`src/rtl/phase_sequencer.sv`:
```
// -----------------------------------------------------------------------------
// phase_sequencer
//
// Generates the phase / p0 / exec timing that the combinational control unit
// decodes for the 16-bit multi-phase processor. A front-panel start/stop button
// starts execution; pressing it while running stops after the current
// instruction. A halt request (stop_flag) from the control unit during the
// final phase stops execution and sets the sticky halted flag.
//
// Optional feature macro: SINGLE_STEP_EN
//   When defined, adds the step_btn input. A step press in IDLE runs exactly one
//   instruction and returns to IDLE.
//
// Parameters
//   PHASES       execution phases per instruction (1..PHASES), legal 2..7
//   SYNC_STAGES  flip-flop stages per button synchronizer, legal 2..3
//
// Ports
//   clk          in   system clock
//   rst          in   synchronous active-high reset
//   exec_btn     in   raw start/stop button (asynchronous)
//   step_btn     in   raw single-step button (SINGLE_STEP_EN only)
//   stop_flag    in   HLT request, honoured only in phase PHASES
//   phase        out  current phase, 0 = idle
//   p0           out  high when phase == 0
//   exec         out  high while an instruction is executing
//   instr_done   out  high during the cycle phase == PHASES
//   halted       out  sticky, set when execution stopped due to stop_flag
//   instr_count  out  retired-instruction counter (wraps)
// -----------------------------------------------------------------------------

// -----------------------------------------------------------------------------
// phase_sequencer_btn
//
// Button conditioner: SYNC_STAGES synchronizer followed by a registered
// rising-edge detector. The detector only arms once the synchronized level has
// been observed low after reset, so a button held through reset never yields a
// request when reset is released.
//
// Ports
//   clk   in   system clock
//   rst   in   synchronous active-high reset
//   btn   in   raw asynchronous button level
//   req   out  one-cycle request, SYNC_STAGES+1 edges after a raw rise
// -----------------------------------------------------------------------------
module phase_sequencer_btn #(
  parameter int SYNC_STAGES = 2
) (
  input  logic clk,
  input  logic rst,
  input  logic btn,
  output logic req
);

  logic [SYNC_STAGES-1:0] sync_r;
  logic [SYNC_STAGES-1:0] fill_r;
  logic                   prev_r;
  logic                   armed_r;
  logic                   req_r;
  logic                   sync_last_s;
  logic                   fill_done_s;

  assign sync_last_s = sync_r[SYNC_STAGES-1];
  // fill_r tracks when the synchronizer holds real button samples again
  assign fill_done_s = fill_r[SYNC_STAGES-1];

  // Synchronizer, arming flag and registered rising-edge detection
  always_ff @(posedge clk) begin
    if (rst) begin
      sync_r  <= '0;
      fill_r  <= '0;
      prev_r  <= 1'b0;
      armed_r <= 1'b0;
      req_r   <= 1'b0;
    end else begin
      sync_r  <= {sync_r[SYNC_STAGES-2:0], btn};
      fill_r  <= {fill_r[SYNC_STAGES-2:0], 1'b1};
      prev_r  <= sync_last_s;
      armed_r <= armed_r | (fill_done_s & ~sync_last_s);
      req_r   <= armed_r & sync_last_s & ~prev_r;
    end
  end

  assign req = req_r;

endmodule

module phase_sequencer #(
  parameter int PHASES      = 5,
  parameter int SYNC_STAGES = 2
) (
  input  logic        clk,
  input  logic        rst,
  input  logic        exec_btn,
`ifdef SINGLE_STEP_EN
  input  logic        step_btn,
`endif
  input  logic        stop_flag,
  output logic [2:0]  phase,
  output logic        p0,
  output logic        exec,
  output logic        instr_done,
  output logic        halted,
  output logic [15:0] instr_count
);

  typedef enum logic [1:0] {
    ST_IDLE     = 2'd0,
    ST_RUN      = 2'd1,
    ST_STOPPING = 2'd2
  } state_t;

  localparam logic [2:0] LAST_PHASE = 3'(PHASES);
  localparam logic [2:0] PRE_LAST   = 3'(PHASES - 1);

  state_t      state_r;
  logic [2:0]  phase_r;
  logic        exec_r;
  logic        instr_done_r;
  logic        halted_r;
  logic [15:0] instr_count_r;
  logic        start_req_s;
  logic        step_req_s;

  phase_sequencer_btn #(
    .SYNC_STAGES (SYNC_STAGES)
  ) u_exec_btn (
    .clk (clk),
    .rst (rst),
    .btn (exec_btn),
    .req (start_req_s)
  );

`ifdef SINGLE_STEP_EN
  phase_sequencer_btn #(
    .SYNC_STAGES (SYNC_STAGES)
  ) u_step_btn (
    .clk (clk),
    .rst (rst),
    .btn (step_btn),
    .req (step_req_s)
  );
`else
  assign step_req_s = 1'b0;
`endif

  // Sequencer state machine with registered phase, exec, flags and counter
  always_ff @(posedge clk) begin
    if (rst) begin
      state_r       <= ST_IDLE;
      phase_r       <= 3'd0;
      exec_r        <= 1'b0;
      instr_done_r  <= 1'b0;
      halted_r      <= 1'b0;
      instr_count_r <= 16'd0;
    end else begin
      instr_done_r <= 1'b0;
      case (state_r)
        ST_IDLE: begin
          if (start_req_s) begin
            // start has priority over a simultaneous step
            state_r  <= ST_RUN;
            phase_r  <= 3'd1;
            exec_r   <= 1'b1;
            halted_r <= 1'b0;
          end else if (step_req_s) begin
            // a step is a run that is already scheduled to stop
            state_r  <= ST_STOPPING;
            phase_r  <= 3'd1;
            exec_r   <= 1'b1;
            halted_r <= 1'b0;
          end else begin
            state_r <= ST_IDLE;
            phase_r <= 3'd0;
            exec_r  <= 1'b0;
          end
        end
        ST_RUN, ST_STOPPING: begin
          if (phase_r == LAST_PHASE) begin
            // instruction retires here, HLT included
            instr_count_r <= instr_count_r + 16'd1;
            // a button press landing in the last phase means "stop after this
            // instruction", which is now; it never causes a restart
            if (stop_flag || (state_r == ST_STOPPING) || start_req_s) begin
              state_r  <= ST_IDLE;
              phase_r  <= 3'd0;
              exec_r   <= 1'b0;
              halted_r <= stop_flag;
            end else begin
              state_r <= ST_RUN;
              phase_r <= 3'd1;
              exec_r  <= 1'b1;
            end
          end else begin
            phase_r      <= phase_r + 3'd1;
            instr_done_r <= (phase_r == PRE_LAST);
            if ((state_r == ST_RUN) && start_req_s) begin
              state_r <= ST_STOPPING;
            end else begin
              state_r <= state_r;
            end
          end
        end
        default: begin
          state_r <= ST_IDLE;
          phase_r <= 3'd0;
          exec_r  <= 1'b0;
        end
      endcase
    end
  end

  assign phase       = phase_r;
  // pure decode of a registered value, so it cannot glitch between edges
  assign p0          = (phase_r == 3'd0);
  assign exec        = exec_r;
  assign instr_done  = instr_done_r;
  assign halted      = halted_r;
  assign instr_count = instr_count_r;

endmodule

```
`config.mk`:
```
export PLATFORM = sky130hd
export DESIGN_NAME = phase_sequencer
export DESIGN_NICKNAME = d
export VERILOG_FILES = /design/src/rtl/phase_sequencer.sv
export SDC_FILE = /design/constraint.sdc
export NUM_CORES = 1
export LEC_CHECK = 0
export ABC_AREA = 0
export BUFFER_PORTS_ARGS = -buffer_cell sky130_fd_sc_hd__buf_2
export CAP_MARGIN = 20
export CORE_MARGIN = 2
export CORE_UTILIZATION = 30
export DETAILED_ROUTE_END_ITERATION = 8
export PLACE_DENSITY = 0.59
export SLEW_MARGIN = 10
export SYNTH_ARGS = -nofsm -noshare
export SYNTH_HDL_FRONTEND = slang
export SYNTH_SLANG_ARGS = --single-unit
```
`constraint.sdc`:
```
create_clock -name clk -period 1.9 [get_ports clk]
set_input_delay 0.57 -clock clk [delete_from_list [all_inputs] [get_ports clk]]
set_output_delay 0.57 -clock clk [all_outputs]
set_load 0.01 [all_outputs]
```
# Word level (Yosys, flattened, before mapping)
# Index checks and enable logic that the tools add are counted.
dict set report classes {
  addsub 2
  n_mul 0
  n_div 0
  order_cmp 0
  eq_ne 8
  shift 0
  n_mux 18
  bitwise_logic 7
  n_reduce_logical 10
}
# op count
set ops {}
lappend ops {{16-bit by 1-bit adder with 16-bit output, second input constant} 1}
lappend ops {{1-bit 2-to-1 mux} 11}
lappend ops {{3-bit == test, second input constant} 2}
lappend ops {{3-bit case mux with 2 select lines} 1}
lappend ops {{2-bit 2-to-1 mux} 2}
lappend ops {{2-bit inequality test, second input constant} 2}
lappend ops {{1-bit case mux with 2 select lines} 2}
lappend ops {{2-bit case mux with 2 select lines} 1}
lappend ops {{4-bit AND reduction} 1}
lappend ops {{3-bit by 1-bit adder with 3-bit output, second input constant} 1}
lappend ops {{1-bit AND} 3}
lappend ops {{3-bit logical NOT} 1}
lappend ops {{3-bit 2-to-1 mux} 1}
lappend ops {{3-bit inequality test, second input constant} 1}
lappend ops {{1-bit inverter} 3}
lappend ops {{3-bit OR reduction} 1}
lappend ops {{2-bit by 1-bit == test with 1-bit output, second input constant} 1}
lappend ops {{2-bit == test, second input constant} 1}
lappend ops {{2-bit logical NOT} 1}
lappend ops {{1-bit logical OR} 2}
lappend ops {{2-bit by 1-bit inequality test with 1-bit output, second input constant} 1}
lappend ops {{2-bit AND reduction} 1}
lappend ops {{2-bit nonzero test} 1}
lappend ops {{2-bit OR reduction} 1}
lappend ops {{2 further kinds} 2}
dict set report word_totals {
  ff_bits 31
  latchBits 0
  mem_bits_rw 0
  mem_bits_ro 0
  inputBits 4
  out_inout_bits 23
  memories 0
}

# Logic depth before layout (Yosys ltp)
# Gate-level depths: netlist (run 1).
dict set report depth {
  ltp_word 6
  ltp_mapped 7
  mapped_depth_nobuf 6
}

# Modules after synthesis
# Synthesis (run 1) repeated with hierarchy kept, for this count alone.
dict set report hier_totals {
  hier_cells 153
  area_unflattened_um2 1400.1
}
# mod n_inst cells_per_inst area_per_inst_um2 seq_area_each_um2
set by_module_without_submodules {}
lappend by_module_without_submodules {phase_sequencer 1 137 1193.6 480.5}
lappend by_module_without_submodules {phase_sequencer_btn 1 16 206.4 140.1}

# Worst setup path after synthesis (run 1)
# Ideal clock, no wire load.
dict set report synth_timing {
  path_type {register -> register}
  startpoint {register state_r[0]}
  endpoint {register state_r[0]}
  setup_ns 0.067
  arrival_ns 1.894
  required_time_ns 1.833
  slack_ns -0.062
  path_stages_with_launch 8
  path_buffers 1
  path_cell_list {dfxtp_1 > inv_1 > ha_1 > buf_6 > or3b_1 > o31a_1 > or3_1 > a21oi_2}
}
dict set report synth_between {
  elab_chain_cells 6
}
# element line
set synth_lines {}
lappend synth_lines {{from (decl)} 116} ;# state_t state_r;
lappend synth_lines {{from (signal assigned)} 200} ;# state_r <= state_r;
lappend synth_lines {{2-bit == test} {158, 184}}
lappend synth_lines {{1-bit logical OR (2 in a row)} 184} ;# if (stop_flag || (state_r == ST_STOPPING) || start_req_s) begin
lappend synth_lines {{1-bit 2-to-1 mux} 184}
lappend synth_lines {{2-bit 2-to-1 mux} 179} ;# if (phase_r == LAST_PHASE) begin
lappend synth_lines {{2-bit case mux with 2 select lines} 158} ;# case (state_r)
# Parallel ways exist; a longest one is shown, timed or not.
# A chain may end at the register's enable or synchronous reset.

# Worst setup path in the final report (run 1)
dict set report layout_timing {
  startpoint {register state_r[1]}
  endpoint {register state_r[0]}
}
# The elaborated chain is that of the path after synthesis.

==> results of run 1 <==
## layout make-up
cell class	count	share of cell area (%)
tap	52	3.66
inverter	9	2.04
sequential	31	35.2
timing repair buffer	39	12.8
clock buffer	8	5.63
multi-input combinational	107	40.7
## cell usage in the layout (no fill, tap or decap), drive strengths merged, types with 2 or more instances in the layout
master  netlist  final
nor4          4      4
a31o          3      3
nand2        11     11
o21ai         3      3
a211oi        2      2
buf           4     39
clkbuf        2      8
xnor2         7      7
dfxtp        31     31
mux2          3      3
inv           9      9
or3           2      2
and3          2      2
nor4b         2      2
nor2         22     22
ha            5      5
nand3         6      6
a21oi        11     11
nor2b         6      6
nand4         2      2
nor3          7      7
## flip-flops by register name (all words and copies together) (netlist names)
register / count
exec: 1
halted: 1
instr_count: 16
instr_done: 1
phase: 3
state_r: 2
u_exec_btn.armed_r: 1
u_exec_btn.fill_r: 2
u_exec_btn.prev_r: 1
u_exec_btn.req: 1
u_exec_btn.sync_r: 2
## routing by layer
metal  up-vias  GRT usage (%)  share of wire, %  wire [µm]
li1        606              -                 -          -
met1       500           16.0                51       1470
met2        26           17.3                42       1200
met3         5           3.33               4.6        131
met4         0           5.03               1.7         49
met5         -              0                 0          0
## worst max path at each step
stage | startpoint | end | slack (ns) | depth (start not counted)
after floorplan | state_r[0] | state_r[0] | 0.004 | 7
after global placement | stop_flag | state_r[0] | 0.06 | 5
after detailed placement | state_r[1] | instr_count[12] | 0.03 | 8
after CTS | state_r[1] | instr_count[12] | 0.009 | 8
after global routing | state_r[1] | state_r[0] | 0.002 | 6
final | state_r[1] | state_r[0] | 0.08 | 6
## power breakdown
group,total (mW),switching [mW],internal (mW)
registers,0.657,0.00221,0.655
clock network,0.569,0.239,0.330
logic,0.0293,0.0185,0.0107
total,1.26,0.259,0.996
## what timing repair did
action | CTS | global route
setup buffers | 0 | 1
resized for setup | 0 | 3
endpoints found under the setup margin | 0 | 9
endpoints found under the hold margin | 0 | 0
hold buffers | 0 | 0
## logic make-up after synthesis
kind of cell	count (synthesis)	synth area share, %
AND/OR/NAND/NOR	68	27.9
flip-flops	31	44.3
AO/OA/AOI/OAI	22	10.1
buffers and inverters	15	5.09
XOR/XNOR	8	5.00
adder cells (fa/ha/maj)	5	4.46
multiplexers	4	3.12
## through the flow
step,hold slack (ns),std cells
floorplan,0.374,153
global placement,0.397,237
detailed placement,0.390,237
finish,0.400,246
CTS,0.402,245
global route,0.417,246
==> reports/summary.txt, run 1 <==
Outcome: finished clean
Top delay family on crit path: simple AND/OR/NAND/NOR gates
Cell Area, Synth: 0.00140 mm²
Top cell type's share of synthesized area: 44.3%
Slowest-stage cell, CP: or3b_4
Startpoint types: flip-flop
Worst skew pair latency: 0.28 ns
DRT Pass-1 Iters: 4
Asr flop ratio synth: 0%
Nets@finish: 202
Hold EP: u_exec_btn.req
Core footprint: 0.00441 mm²
Post-synth cell types: 36
Tot GR Track Use: 11.8%
Synth Register Bits: 31
Avg Vias per Cell: 4.62
Yosys warning count: 0
Core Rows: 24
DRC viols: 0
Critical path cell sequence: inv_4 -> ha_4 -> or3b_4 -> o31a_1 -> or3_1 -> a21oi_2
Power per cell area: 706 mW/mm²
Post-layout util: 40.3%
Fin crit period: 1.82 ns
Layout Skew: 0.00225 ns
Die height: 72.3 µm
CTS Buf Count: 5
RSZ-0062 raised after global routing: false
Layout cells sized above 1: 33.5%
Synth area leaders: dfxtp_1 44%, nor2_1 5.9%, ha_1 4.5%
Critical R2R Capture: state_r[0]
Setup TNS: 0 ns
Total Power: 1.26 mW
Gate Count Post-Synth: 153
Detailed placer's ending HPWL: 2.08 mm
WP buf/inv: 1
Layout area overhead: 27.0%
Vias: 1137
HP Class: flip-flop to flip-flop
Fmax: 550 MHz
Initial Util: 31.7%
Worst slack at placement: 0.0340 ns
Post-synth top area cell: dfxtp_1
DIE WIDTH: 72.3 µm
Most frequent cells after synthesis: 31 x dfxtp_1, 22 x nor2_1, 11 x nand2_1, 10 x a21oi_1, 9 x inv_1
Max Cap Viol: 0
Setup crit end kind: flip-flop
Worst-path clk slew: 0.06 ns
Root Driver: clkbuf_8
Min-delay src: u_exec_btn.prev_r
# diodes: 0
Critical path's largest stage delay: 0.38 ns
Pins over their slew limit: 0
Worst setup path class: flip-flop to flip-flop
Clock Sinks: 31
Post-DRT Antenna Nets: 0
Worst Path Required: 2.11 ns
EDFF count, synth: 0
R2r worst-path depth: 6
CTS tree: done
Footprint of the multi-input gates: 724 µm²
Final cycle utilization of the critical path: 95.6%
GR Overflow Total: 0
Fillers: 444
H-tree depth: 2
Mapped Nets: 162
PortBufs: 26
Post-route design area: 0.00178 mm²
I/O pins: 27
Final Hold Vio Count: 0
Register area: 626 µm²
Largest net degree at the start of global routing: 18
Clk buf depth: 2
Vias in the first global route: 1019
Reg-to-reg slack, setup: 0.08 ns
WL/cell: 11.6 µm
Placed instance area: 0.00165 mm²
Hold path depth: 1
DIE AREA: 0.00523 mm²
Initial antenna violation count: 0
Sequential fraction of the synthesis area: 44.3%
GPL Wtd Cong: 0.790
Leakage power: 0.830 nW
Mapped Avg Cell Area: 9.16 µm²
Synth Flop Type: dfxtp_1
PnR worst setup slack: 0.0831 ns
Total wire length: 2.85 mm
Least-Margin Pin Slew: 0.351 ns
First-pass GRT wire length: 4.73 mm
Peak supply drop: 0.407 mV
Max transition margin: 76.4%
CP Data Arrival Time: 2.03 ns
First DRT Iteration DRCs: 38
Count leader, synth: dfxtp_1
Crit path max fanout: 3
Finish-stage setup viols: 0
FF-to-FF Start: state_r[1]
Note: power is estimated with default switching activity, not from simulation.
==> run 2: changes to the inputs <==
--- a/config.mk
+++ b/config.mk
@@ -13,4 +13,5 @@
 export DETAILED_ROUTE_END_ITERATION = 8
 export PLACE_DENSITY = 0.59
+export SKIP_LAST_GASP = 1
 export SLEW_MARGIN = 10
 export SYNTH_ARGS = -nofsm -noshare
==> constraint.sdc (replaced) <==
create_clock -name clk -period 1.9 [get_ports clk]
set_input_delay 0.19 -clock clk [delete_from_list [all_inputs] [get_ports clk]]
set_output_delay 0.19 -clock clk [all_outputs]
set_load 0.01 [all_outputs]
==> reports/summary.txt, run 2 (same netlist as run 1, synthesis figures left out) <==
Outcome: finished clean
WL/cell: 11.3 µm (-2.3%)
Final Hold Vio Count: 0 (unchanged)
Finish-stage setup viols: 0 (unchanged)
Worst setup path class: flip-flop to flip-flop
Critical R2R Capture: state_r[0]
Max reg flops: 16 (unchanged)
First DRT Iteration DRCs: 52 (+37%)
Least-Margin Pin Slew: 0.360 ns (+0.00906 ns)
Non-Filler Instances: 243 (-1.2%)
H-tree depth: 2 (unchanged)
First-pass GRT wire length: 4.92 mm (+4.1%)
Register area: 623 µm² (-0.40%)
Fmax: 547 MHz (-0.62%)
Vias: 1167 (+2.6%)
Nets@finish: 201 (-0.50%)
Core footprint: 0.00441 mm² (unchanged)
Most common cell after layout, fill and taps aside: dfxtp_1
Worst slack at placement: 0.0295 ns (-0.00455 ns)
Worst skew pair latency: 0.28 ns (about the same)
Hold path depth: 2 (+1)
Tot GR Track Use: 12.3% (+0.56 points)
Layout Skew: 0.00572 ns (+0.00347 ns)
Min-delay src: exec_btn
Footprint of the multi-input gates: 731 µm² (+0.86%)
Setup TNS: 0 ns (unchanged)
Worst Path Required: 2.11 ns (about the same)
Initial Util: 31.7% (unchanged)
Post-route design area: 0.00175 mm² (-1.9%)
Peak supply drop: 0.386 mV (-5.0%)
PnR worst setup slack: 0.0718 ns (-0.0114 ns)
Reg-to-reg slack, setup: 0.07 ns (about the same)
Die height: 72.3 µm (unchanged)
Detailed placer's ending HPWL: 2.04 mm (-1.7%)
Initial antenna violation count: 0 (unchanged)
CTS tree: done
Core Rows: 24 (unchanged)
Fillers: 459 (+3.4%)
Post-DRT Antenna Nets: 0 (unchanged)
Clk buf depth: 2 (unchanged)
DIE WIDTH: 72.3 µm (unchanged)
DIE AREA: 0.00523 mm² (unchanged)
Worst-path clk slew: 0.06 ns (about the same)
Total Power: 1.15 mW (-8.4%)
Most frequent cells in the layout: 29 x dfxtp_1, 26 x buf_2, 22 x nor2_1
DRC viols: 0 (unchanged)
Hold EP: u_exec_btn.sync_r[0]
Startpoint types: flip-flop
Max transition margin: 75.9% (-0.42 points)
Largest net degree at the start of global routing: 18 (unchanged)
DRT Pass-1 Iters: 5 (+1)
Max Cap Viol: 0 (unchanged)
Setup bufs post-CTS: 0 (unchanged)
Power per cell area: 659 mW/mm² (-6.7%)
Crit path max fanout: 3 (unchanged)
Final cycle utilization of the critical path: 96.2% (+0.60 points)
R2r worst-path depth: 6 (unchanged)
Fin crit period: 1.83 ns (+0.0114 ns)
# diodes: 0 (unchanged)
Pins over their slew limit: 0 (unchanged)
Placed cells: 237 (unchanged)
RSZ-0062 raised after global routing: false
GPL Wtd Cong: 0.740 (-6.3%)
Clock Sinks: 31 (unchanged)
Placed instance area: 0.00165 mm² (unchanged)
Leakage power: 0.810 nW (-2.4%)
GR Overflow Total: 0 (unchanged)
Layout cells sized above 1: 33.0% (-0.52 points)
I/O pins: 27 (unchanged)
Root Driver: clkbuf_8
PortBufs: 26 (unchanged)
CTS Buf Count: 5 (unchanged)
HP Class: input port to flip-flop
CP Data Arrival Time: 2.04 ns (about the same)
Vias in the first global route: 1068 (+4.8%)
Layout area overhead: 24.6%
Total wire length: 2.75 mm (-3.5%)
Setup crit end kind: flip-flop
FF-to-FF Start: state_r[0]
Avg Vias per Cell: 4.80 (+3.9%)
Setup crit start: state_r[0]
## run 2: cell types whose count changed in the layout (fill, tap and decap cells not counted), sizes merged
cell	delta
buf	-1
clkbuf	-2
## run 2: how the worst max path moves through the flow
stage                 endpoint  slack (ns)  depth (start not counted)
4_1_cts         instr_count[9]        0.02                          7
6_report            state_r[0]        0.07                          6
2_1_floorplan       state_r[0]       0.004                          7
5_1_grt        instr_count[11]        0.01                          8
3_5_place_dp    instr_count[9]        0.03                          7
3_3_place_gp        state_r[0]        0.04                          6
## run 2: where the power goes
part	internal [mW]	switching [mW]	leakage, nW
Combinational	0.0106	0.0186	0.521
Sequential	0.657	0.00229	0.252
Clock	0.243	0.218	0.0371
## run 2: critical path, cell delays in order (launching register included)
cell and delay [ns]:
dfxtp_2 0.32, inv_1 0.07, ha_4 0.27, or3b_4 0.37, o31a_1 0.27, or3_1 0.33, a21oi_2 0.12
## run 2: cell type report
type / instances / area share [%]
clock buffers: 6 / 4.16
multi-input cells: 107 / 41.9
well taps: 52 / 3.73
repair buffers: 38 / 12.6
inverters: 9 / 1.94
flip-flops and latches: 31 / 35.7
## run 2: per-stage QoR
stage               hold WS, ns  util (%)
detailed placement        0.387      37.5
floorplan                 0.318         -
CTS                       0.131      39.1
global route              0.157      39.5
global placement          0.376      37.5
finish                    0.137      39.5
## run 2: timing repair
action                     in CTS  in global routing
hold buffers                    0                  0
setup endpoints to repair       0                  7
resized for setup               0                  2
## run 2: metal layers
layer / GRT usage (%) / wire length [µm] / up-vias
met5: 0 / 0 / -
met4: 5.66 / 35 / 0
met3: 5.14 / 128 / 5
met2: 18.3 / 1240 / 21
met1: 15.4 / 1350 / 545
li1: - / - / 596
==> run 3: changes to the inputs <==
Settings changed: CORE_UTILIZATION 30 to 48, PLACE_DENSITY 0.59 to 0.83, REMOVE_ABC_BUFFERS from default to 1.
==> reports/summary.txt, run 3 (same netlist as run 1, synthesis figures left out) <==
Largest net degree at the start of global routing: 32 (+14)
Final Hold Vio Count: 0 (unchanged)
Total wire length: 2.81 mm (+2.3%)
Fin crit period: 1.86 ns (+0.0308 ns)
Placed instance area: 0.00162 mm² (-2.3%)
Vias: 1164 (-0.26%)
Startpoint types: flip-flop
Detailed placer's ending HPWL: 1.98 mm (-3.1%)
Pins over their slew limit: 0 (unchanged)
DRT Pass-1 Iters: 4 (-1)
Setup TNS: 0 ns (unchanged)
Fillers: 227 (-51%)
GPL Wtd Cong: 0.875 (+18%)
Least-Margin Pin Slew: 0.538 ns (+0.177 ns)
Layout cells sized above 1: 33.9% (+0.87 points)
GR Overflow Total: 0 (unchanged)
Clk buf depth: 2 (unchanged)
Max transition margin: 64.2% (-12 points)
R2r worst-path depth: 6 (unchanged)
First-pass GRT wire length: 4.66 mm (-5.3%)
Post-layout util: 61.9% (+22 points)
CP Data Arrival Time: 2.12 ns (+0.08 ns)
Root Driver: clkbuf_4
Worst setup path class: flip-flop to flip-flop
Clock Sinks: 31 (unchanged)
Most frequent cells in the layout: 29 x dfxtp_1, 26 x buf_2, 22 x nor2_1
Placed cells: 215 (-9.3%)
Post-DRT Antenna Nets: 0 (unchanged)
Worst skew pair latency: 0.33 ns (+0.05 ns)
Fmax: 538 MHz (-1.7%)
Setup crit start: state_r[0]
Outcome: finished clean
I/O pins: 27 (unchanged)
Layout Skew: 0.00832 ns (+0.00260 ns)
Max reg flops: 16 (unchanged)
Tot GR Track Use: 18.4% (+6.1 points)
DRC viols: 0 (unchanged)
Most common cell after layout, fill and taps aside: dfxtp_1
Worst-path clk slew: 0.09 ns (+0.03 ns)
Final cycle utilization of the critical path: 97.8% (+1.6 points)
CTS tree: done
Nets@finish: 200 (-0.50%)
Peak supply drop: 0.604 mV (+56%)
Post-route design area: 0.00171 mm² (-2.2%)
Leakage power: 0.809 nW (-0.18%)
FF-to-FF Start: state_r[0]
Core Rows: 19 (-21%)
Setup crit end kind: flip-flop
Layout area overhead: 21.8%
HP Class: input port to flip-flop
RSZ-0062 raised after global routing: true
CTS Buf Count: 5 (unchanged)
CTS Hold Bufs: 0 (unchanged)
Worst Path Required: 2.16 ns (+0.05 ns)
Setup bufs post-CTS: 0 (unchanged)
H-tree depth: 2 (unchanged)
Reg-to-reg slack, setup: 0.04 ns (-0.03 ns)
PortBufs: 26 (unchanged)
WL/cell: 12.6 µm (+11%)
Initial Util: 50.8% (+19 points)
Die height: 58.0 µm (-20%)
First DRT Iteration DRCs: 16 (-69%)
Initial antenna violation count: 0 (unchanged)
Vias in the first global route: 1044 (-2.2%)
DIE AREA: 0.00337 mm² (-36%)
Crit path max fanout: 5 (+2)
DIE WIDTH: 58.0 µm (-20%)
Core footprint: 0.00276 mm² (-38%)
Max Cap Viol: 0 (unchanged)
# diodes: 0 (unchanged)
Hold path depth: 2 (unchanged)
Finish-stage setup viols: 0 (unchanged)
Avg Vias per Cell: 5.22 (+8.7%)
Non-Filler Instances: 223 (-8.2%)
Min-delay src: exec_btn
Power per cell area: 652 mW/mm² (-0.95%)
## run 3: changes by cell type in the layout (fill, tap and decap cells not counted)
| cell | change |
|---|---|
| clkbuf_4 | +5 |
| clkbuf_8 | -3 |
| buf_4 | -1 |
| inv_1 | -1 |
| inv_2 | +1 |
| nor4_1 | +1 |
| nor4_2 | -1 |
| or3_1 | -1 |
| or3_4 | +1 |
## run 3: worst max-delay path, cell delays in order (launching register included)
cell,delay (ns)
dfxtp_2,0.34
inv_2,0.05
ha_4,0.28
or3b_4,0.38
o31a_1,0.31
or3_4,0.33
a21oi_2,0.11
## run 3: cell type report
cell class / count / area, µm² / share of cell area, %
Multi-Input combinational cell: 107 / 729 / 42.7
Sequential cell: 31 / 623 / 36.5
Clock buffer: 8 / 68.8 / 4.03
Inverter: 9 / 33.8 / 1.98
Tap cell: 31 / 38.8 / 2.27
Timing Repair Buffer: 37 / 213 / 12.5
## run 3: where the power goes
group          total, mW  switching, mW  internal [mW]
Sequential         0.658        0.00249          0.656
Clock              0.428          0.210          0.217
Combinational     0.0271         0.0177        0.00937
## run 3: worst paths after layout
kind / to
max reg2reg: state_r[0]
min reg2reg: u_exec_btn.req
min: u_exec_btn.sync_r[0]
max: state_r[0]
## run 3: stage by stage
stage | power, mW | hold WS [ns] | setup slack (ns)
floorplan | 0.685 | 0.252 | -0.114
global placement | 0.699 | 0.383 | 0.0450
detailed placement | 0.701 | 0.381 | -0.00451
CTS | 1.13 | 0.0863 | 0.0267
global route | 1.16 | 0.102 | -0.00548
finish | 1.11 | 0.0921 | 0.0410
## run 3: repair_timing
item                                    CTS  global route
pin swaps                                 0             3
hold endpoints to repair                  0             0
endpoints found under the setup margin    2             5
gates resized for setup                   1             6
## run 3: routing by layer
| metal | wire length, µm | global-route usage [%] | vias up |
|---|---|---|---|
| li1 | - | - | 604 |
| met1 | 1240 | 21.8 | 532 |
| met4 | 61 | 8.64 | 0 |
| met3 | 102 | 6.70 | 8 |
| met5 | 0 | 0 | - |
| met2 | 1410 | 29.5 | 20 |
